===== config.mk =====
export PLATFORM = sky130hd
export DESIGN_NAME = dsp_slice_core
export DESIGN_NICKNAME = d
export VERILOG_FILES = /design/src/rtl/dsp_slice_core_pkg.sv /design/src/rtl/dsp_slice_core_postadd.sv /design/src/rtl/dsp_slice_core.sv
export SDC_FILE = /design/constraint.sdc
export NUM_CORES = 1
export LEC_CHECK = 0
export ABC_AREA = 1
export BUFFER_PORTS_ARGS = -buffer_cell sky130_fd_sc_hd__buf_2
export CAP_MARGIN = 5
export CORE_UTILIZATION = 60
export CTS_BUF_LIST = sky130_fd_sc_hd__clkbuf_2
export DETAILED_ROUTE_END_ITERATION = 7
export PLACE_DENSITY = 0.85
export REMOVE_ABC_BUFFERS = 1
export SLEW_MARGIN = 20
export SYNTH_ARGS = -nofsm -noshare
export SYNTH_HDL_FRONTEND = slang
export SYNTH_SLANG_ARGS = --single-unit

===== constraint.sdc =====
create_clock -name clk -period 11.1 [get_ports clk]
set_input_delay 0.555 -clock clk [delete_from_list [all_inputs] [get_ports clk]]
set_output_delay 0.555 -clock clk [all_outputs]
set_load 0.03 [all_outputs]

===== src/rtl/dsp_slice_core_pkg.sv =====
// Shared types, opmode encodings and arithmetic helpers for the DSP slice.
`default_nettype none

package dsp_slice_core_pkg;

  localparam int IN_W  = 92;
  localparam int OUT_W = 84;
  localparam int A_W   = 18;
  localparam int B_W   = 18;
  localparam int C_W   = 48;
  localparam int M_W   = 36;
  localparam int P_W   = 48;

  // Opmode encodings; clients OR these together to build a request.
  localparam logic [7:0] DSP_NOP         = 8'h00;
  localparam logic [7:0] DSP_XIN_ZERO    = 8'h00;
  localparam logic [7:0] DSP_XIN_M       = 8'h01;
  localparam logic [7:0] DSP_XIN_P       = 8'h02;
  localparam logic [7:0] DSP_XIN_DAB     = 8'h03;
  localparam logic [7:0] DSP_ZIN_ZERO    = 8'h00;
  localparam logic [7:0] DSP_ZIN_P       = 8'h08;
  localparam logic [7:0] DSP_ZIN_C       = 8'h0C;
  localparam logic [7:0] DSP_PREADD_EN   = 8'h10;
  localparam logic [7:0] DSP_CARRYIN     = 8'h20;
  localparam logic [7:0] DSP_PREADD_SUB  = 8'h40;
  localparam logic [7:0] DSP_POSTADD_SUB = 8'h80;

  typedef enum logic [1:0] {
    XSEL_ZERO = 2'b00,
    XSEL_M    = 2'b01,
    XSEL_P    = 2'b10,
    XSEL_DAB  = 2'b11
  } xsel_e;

  typedef enum logic [1:0] {
    ZSEL_ZERO  = 2'b00,
    ZSEL_PCIN  = 2'b01,
    ZSEL_P     = 2'b10,
    ZSEL_C     = 2'b11
  } zsel_e;

  typedef struct packed {
    logic [7:0]     opmode;
    logic [A_W-1:0] a;
    logic [B_W-1:0] b;
    logic [C_W-1:0] c;
  } dsp_req_t;

  function automatic logic [B_W-1:0] pre_b(input logic en, input logic sub,
                                           input logic [B_W-1:0] b);
    pre_b = (en && sub) ? (-b) : b;
  endfunction

  // Both operands sign-extended to full width so the truncated product is exact.
  function automatic logic [M_W-1:0] mul18s(input logic [A_W-1:0] a,
                                            input logic [B_W-1:0] b);
    logic [M_W-1:0] ax;
    logic [M_W-1:0] bx;
    ax = {{(M_W-A_W){a[A_W-1]}}, a};
    bx = {{(M_W-B_W){b[B_W-1]}}, b};
    mul18s = ax * bx;
  endfunction

endpackage

`default_nettype wire


===== src/rtl/dsp_slice_core_postadd.sv =====
// Combinational X/Z operand mux and 48-bit post-adder/subtractor.
`default_nettype none

module dsp_slice_core_postadd
  import dsp_slice_core_pkg::*;
(
  input  logic           sub_i,
  input  logic           cin_i,
  input  xsel_e          x_sel_i,
  input  zsel_e          z_sel_i,
  input  logic [M_W-1:0] m_i,
  input  logic [P_W-1:0] p_i,
  input  logic [C_W-1:0] c_i,
  input  logic [M_W-1:0] dab_i,
  output logic [P_W-1:0] p_o
);

  logic [P_W-1:0] x_w;
  logic [P_W-1:0] z_w;
  logic [P_W-1:0] cin_w;

  always_comb begin
    x_w = '0;
    case (x_sel_i)
      XSEL_M:   x_w = {{(P_W-M_W){m_i[M_W-1]}}, m_i};
      XSEL_P:   x_w = p_i;
      XSEL_DAB: x_w = {{(P_W-M_W){1'b0}}, dab_i};
      default:  x_w = '0;
    endcase
  end

  // No cascade input exists, so the PCIN selection reads as zero.
  always_comb begin
    z_w = '0;
    case (z_sel_i)
      ZSEL_P:  z_w = p_i;
      ZSEL_C:  z_w = c_i;
      default: z_w = '0;
    endcase
  end

  assign cin_w = {{(P_W-1){1'b0}}, cin_i};
  assign p_o   = sub_i ? (z_w - (x_w + cin_w)) : (z_w + x_w + cin_w);

endmodule

`default_nettype wire


===== src/rtl/dsp_slice_core.sv =====
// Two-stage multiply/post-add engine shared by all calculators; fixed latency 2.
// Optional: DSP_CARRYIN_EN enables opmode carry-in at the post-adder.
`default_nettype none

module dsp_slice_core
  import dsp_slice_core_pkg::*;
#(
  parameter int CNT_W = 16
)
(
  input  logic             clk,
  input  logic             reset,
  input  logic [IN_W-1:0]  dsp_ins_flat,
  output logic [OUT_W-1:0] dsp_outs_flat,
  input  logic             stat_clr,
  output logic [CNT_W-1:0] busy_cnt
);

  dsp_req_t         req_q;
  logic [M_W-1:0]   m_q, m_d;
  logic [P_W-1:0]   p_q, p_d;
  logic [CNT_W-1:0] busy_q, busy_d;
  logic [B_W-1:0]   b_eff;
  logic [M_W-1:0]   dab;
  logic             cin;

  always_ff @(posedge clk or negedge reset) begin
    if (!reset) begin
      req_q  <= '0;
      m_q    <= '0;
      p_q    <= '0;
      busy_q <= '0;
    end else begin
      req_q  <= dsp_ins_flat;
      m_q    <= m_d;
      p_q    <= p_d;
      busy_q <= busy_d;
    end
  end

  assign b_eff = pre_b(req_q.opmode[4], req_q.opmode[6], req_q.b);
  assign m_d   = mul18s(req_q.a, b_eff);
  assign dab   = {req_q.a, b_eff};

`ifdef DSP_CARRYIN_EN
  assign cin = req_q.opmode[5];
`else
  logic unused_carry_bit;
  assign cin              = 1'b0;
  assign unused_carry_bit = req_q.opmode[5];
`endif

  dsp_slice_core_postadd u_postadd (
    .sub_i   (req_q.opmode[7]),
    .cin_i   (cin),
    .x_sel_i (xsel_e'(req_q.opmode[1:0])),
    .z_sel_i (zsel_e'(req_q.opmode[3:2])),
    .m_i     (m_d),
    .p_i     (p_q),
    .c_i     (req_q.c),
    .dab_i   (dab),
    .p_o     (p_d)
  );

  always_comb begin
    busy_d = busy_q;
    if (stat_clr) begin
      busy_d = '0;
    end else if ((dsp_ins_flat != '0) && !(&busy_q)) begin
      busy_d = busy_q + 1'b1;
    end
  end

  assign dsp_outs_flat = {m_q, p_q};
  assign busy_cnt      = busy_q;

endmodule

`default_nettype wire


# Word-level counts from Yosys, hierarchy flattened
# Cells that the tools add are included.
[op_classes]
eq_ne = 5
mul = 1
muxes = 6
n_addsub = 4
n_reduce_logical = 6
[op_table]
columns = ["cell", "count"]
rows = [
  ["48-bit case mux with 3 select lines", 1],
  ["48-bit case mux with 2 select lines", 1],
  ["92-bit nonzero test", 1],
  ["48-bit adder", 1],
  ["48-bit 2-to-1 mux", 1],
  ["48-bit subtractor", 1],
  ["18-bit by 18-bit multiplier with 36-bit output", 1],
  ["16-bit 2-to-1 mux", 2],
  ["18-bit 2-to-1 mux", 1],
  ["18-bit negation", 1],
  ["16-bit by 1-bit adder with 16-bit output, second input constant", 1],
  ["16-bit AND reduction", 1],
  ["2-bit == test, second input constant", 4],
  ["2-bit by 1-bit == test with 1-bit output, second input constant", 1],
  ["1-bit logical AND", 2],
  ["2-bit nonzero test", 1],
  ["1-bit zero test", 1],
]
[totals]
word_cells = 29
out_inout_bits = 100
input_bits = 95
regBits = 192

# Logic depth before layout (Yosys ltp)
[logic_depth]
depth_word = 6
mapped_depth = 59
depth_no_buf = 57

# Cells and area by module
# A second synthesis with hierarchy kept.
[unflattened]
cells_unflattened = 4403
area_unflattened_um2 = 29904.9
[modules_own_cells]
columns = ["mod", "n_inst", "cells_per_inst", "area_per_inst_um2", "seq_area_each_um2"]
rows = [
  ["dsp_slice_core", 1, 2183, 19173.4, 4779.6],
  ["dsp_slice_core_postadd", 1, 2220, 10731.5, 0.0],
]

# Worst setup path before layout
# No wires, ideal clock.
[synth_path]
kind = "register to register"
startpoint = "reg req_q[48] in the netlist's numbering"
endpoint = "reg p_q[47]"
setup_time_ns = 0.113
path_buffers = 2
arrival_time_ns = 8.262
t_required_ns = 10.987
setup_slack_ns = 2.725
path_stages_with_launch = 53
synth_period_minus_slack_ns = 8.375
cell_sequence = "dfrtp_1 -> buf_6 -> inv_4 -> ha_1 -> nand3_2 -> nor2_4 -> nand2_2 -> nand2_1 -> nand2_1 -> nand2_2 -> clkbuf_1 -> nand2_1 -> fa_1 -> inv_1 -> fa_1 -> inv_1 -> fa_1 -> inv_1 -> (+17 left out) -> nor2_1 -> nand3_1 -> nor2_2 -> nand2_1 -> nand2_1 -> xor2_1 -> inv_1 -> ha_1 -> a21oi_1 -> o21ai_0 -> a21oi_1 -> o21ai_0 -> a21oi_1 -> o21ai_0 -> xnor2_1 -> nand3_1 -> nand2_1 -> inv_1"
[synth_between]
elab_chain_len = 6
word_cells_on_any_way = 7
classes_between = "add/sub: 3; mul: 1; mux: 3"
[synth_lines]
columns = ["element", "line_no", "rtl"]
rows = [
  ["from (decl)", "dsp_slice_core.sv:19", "dsp_req_t req_q;"],
  ["from (signal assigned)", "dsp_slice_core.sv:34", "req_q <= dsp_ins_flat;"],
  ["18-bit negation", "dsp_slice_core_pkg.sv:51", "pre_b = (en && sub) ? (-b) : b;"],
  ["18-bit 2-to-1 mux *", "dsp_slice_core_pkg.sv:51", ""],
  ["18-bit by 18-bit multiplier with 36-bit output", "dsp_slice_core_pkg.sv:61", "mul18s = ax * bx;"],
  ["48-bit case mux with 3 select lines *", "dsp_slice_core_postadd.sv:24", "case (x_sel_i)"],
  ["48-bit adder or 48-bit subtractor (tied branches)", "dsp_slice_core_postadd.sv:43", "assign p_o = sub_i ? (z_w - (x_w + cin_w)) : (z_w + x_w + cin_w);"],
  ["48-bit 2-to-1 mux *", "dsp_slice_core_postadd.sv:43", ""],
  ["named net p_d[47]", "dsp_slice_core.sv:21", "logic [P_W-1:0] p_q, p_d;"],
  ["to (signal assigned)", "dsp_slice_core.sv:36", "p_q <= p_d;"],
  ["to (decl)", "dsp_slice_core.sv:21", ""],
]
# Mark *: on every way through the listed nets, which the timed path passes. The rest lies on a longest branch.
# A chain may end at the register's enable or synchronous reset.

# Worst setup path after layout
# Same ends and word-level chain as after synthesis.

==> flow_summary_export.csv <==
group,metric,value,unit
run_status,status,"finished clean",
synth,ys_warn_count,0,
route,first_pass_iters,8,
clock_network,cts_tree,"built",
worst_setup_path,critPathSlowestCell,"dfrtp_2",
hold_path,min-delay-start,"dsp_ins_flat[50]",
synth,synthXorXnorAreaFrac,2.98,%
hold_path,hold_path.class,"primary input to flop",
synth,synth_top_family_by_area,"adder cells",
worst_setup_path,cp.arrival,11.52,ns
synth,yosys.area_share.adder,33.2,%
sta,rsz0062_at_grt,"no",
sta,fin_crit,10.52,ns
worst_setup_path,critPathLaunchType,"flop",
synth,syn_area,25300,um2
sta,fmax,95.0,MHz
global_routing,grt_util_all_layers,40.6,%
placed_design,dp_hpwl,64700,um
clock_network,clk_latency,1.11,ns
route,first_iter_violations,2445,
synth,yosys-mux-area-fraction,0,%
final_layout,area_growth,11.8,%
worst_setup_path,rr_startpoint,"req_q[48]$_DFF_PN0_",
clock_network,htreeDepth,4,
clock_network,cts.clk_slew.worst_paths,0.33,ns
clock_network,cts_num_sinks,191,
worst_setup_path,startpoint,"req_q[48]$_DFF_PN0_",
worst_setup_path,cp_max_fo,19,
global_routing,grt_pass1_vias,24400,
global_routing,grt_pass1_wl,132000,um
synth,ys_async_sr_fraction,100,%
global_routing,gr-total-overflow,0,
sta,fin_worst_skew,0.0687,ns
synth,synth_edf_count,0,
floorplan,die_x,207,um
placed_design,preCtsSetupSlack,0.594,ns
synth,synth_ff_type,"dfrtp_1",
clock_network,post_cts_buffers,0,
sta,drv_slew,0,
route,postRouteAntennaNets,0,
sta,slew_headroom,32.1,%
worst_setup_path,cp-end-kind,"flop",
route,drt-total-wl,84500,um
route,wire_per_inst,20.1,um
sta,setup_ws,0.578,ns
global_routing,grt_max_degree,76,
placed_design,place.gp.congestion,1.06,
flow_run,drv_cap,0,
route,vias_per_cell,5.68,
sta,finalCritPeriodShare,94.8,%
clock_network,cts_buffers,17,
worst_setup_path,cp_slowest_stage_delay,0.63,ns
route,drc,0,
synth,synth_compound_area_share,5.99,%
placed_design,io_buffers,194,
clock_network,cts-root-buf,"clkbuf_2",
sta,setup_viol_count_final,0,
floorplan,die_h,207,um
global_routing,grt_antenna_before_repair,6,
synth,avgSynthCellArea,7.49,um2
synth,synthSimpleGateAreaFrac,25.8,%
floorplan,start_util,61.3,%
floorplan,io_pins,195,
worst_setup_path,worstPathRequired,12.10,ns
floorplan,dieArea,42900,um2
worst_setup_path,path_common_cell,"nand2_1",
worst_setup_path,path_class,"flop to flop",
synth,ys_types,55,
synth,synth_cells,3374,
sta,hold_violations,0,
sta,tns,0,ns
floorplan,rows,74,
sta,worstMarginPinSlew,1.02,ns
synth,yosysSeqAreaShare,18.9,%
final_layout,nets,4213,
final_layout,layout-drive-gt1-share,9.70,%
floorplan,core-area,41200,um2
route,num_vias,23900,
synth,ys_seq_elements,191,
clock_network,clockBufferDepth,2,
[logic make-up (layout without fill, tap and decap cells)]
| logic type | after synthesis | after routing |
|---|---|---|
| XOR/XNOR | 85 | 85 |
| buffers and inverters | 868 | 1152 |
| AO/OA/AOI/OAI | 264 | 264 |
| flip-flops | 191 | 191 |
| other | 0 | 7 |
| adder cells (fa/ha/maj) | 473 | 473 |
| AND/OR/NAND/NOR | 1493 | 1493 |
[final cells by class]
cell class              instances  area (um2)
clock buffers                  17        85.1
flip-flops and latches        191        4780
inverters                     788        2960
diodes                          7        17.5
clock inverters                15         200
well taps                     532         666
repair buffers                332        2340
fillers                      3336       13000
multi-input cells            2315       17200
[metal layers]
metal | up-vias | track usage, % | share of wire [%]
li1 | 10700 | - | -
met1 | 11300 | 50.4 | 37
met2 | 1487 | 62.9 | 45
met3 | 348 | 10.5 | 11
met4 | 4 | 27.0 | 7.3
met5 | - | 0 | 0.030
[registers in the layout (all words and copies together), names as in the netlist]
name and cells:
busy_cnt 16, dab 18, req_q 73, m_q 36, p_q 48
[synth_stat cells (29+ instances only)]
cell / n / area share (%)
nor2_1: 298 / 4.4
inv_1: 767 / 11
nand3_1: 196 / 3.9
xnor2_1: 29 / 1.0
nand2_1: 793 / 12
o21ai_0: 90 / 1.8
xor2_1: 55 / 1.9
nand4_1: 37 / 0.92
fa_1: 330 / 26
a21oi_1: 101 / 2.0
dfrtp_1: 191 / 19
clkbuf_1: 63 / 0.94
ha_1: 143 / 7.1
[timing repair]
action	CTS	global route
hold buffers	123	0
setup endpoints to repair	0	7
resized for setup	0	2
hold endpoints to repair	180	0
[critical path: cells and delay by family (launching register included)]
kind	cells	cell delay, ns
and+or+nand+nor	24	3.14
buffers and inverters	10	1.17
xor gates and xnor gates	2	0.36
DFF	1	0.63
AOI/OAI and AO/OA	6	1.18
adders and majority gates	9	3.92
[layout by cell type (no fill, tap or decap), types with 19 or more instances in the layout]
cell type / count
xnor2_1: 29
nand4_1: 37
dlygate4sd3_1: 122
fa_1: 330
a21oi_1: 101
buf_2: 193
nand3_1: 196
inv_1: 767
o22ai_1: 21
nand2_1: 792
nor2_1: 297
xor2_1: 55
nor2_2: 20
nor4_1: 26
nand2_2: 27
dfrtp_1: 189
and2_1: 25
nor3_1: 19
ha_1: 143
o21ai_0: 90
[stage by stage]
stage               hold WS (ns)  util, %  instances  cell area (um2)
floorplan                  0.259        -       3294            24900
global placement           0.520     64.8       4035            26700
detailed placement         0.506     64.8       4035            26700
CTS                     0.000392     68.5       4190            28200
global route             0.00413     68.5       4195            28200
finish                    0.0797     68.5       4197            28200
[path summary, 6_finish.rpt]
path / slack [ns] / cells past startpoint / to
min in group asynchronous: 0.60 / 4 / p_q[27]$_DFF_PN0_
min: 0.08 / 2 / req_q[50]$_DFF_PN0_
max reg2reg: 0.58 / 51 / p_q[47]$_DFF_PN0_
max: 0.58 / 51 / p_q[47]$_DFF_PN0_
min reg2reg: 0.56 / 2 / busy_cnt[5]$_DFFE_PN0P_
max in group asynchronous: 9.55 / 4 / req_q[87]$_DFF_PN0_
Power is left out: the tool's default activity adds up to more than one toggle a clock period on the data nets, which glitch-free logic cannot reach.
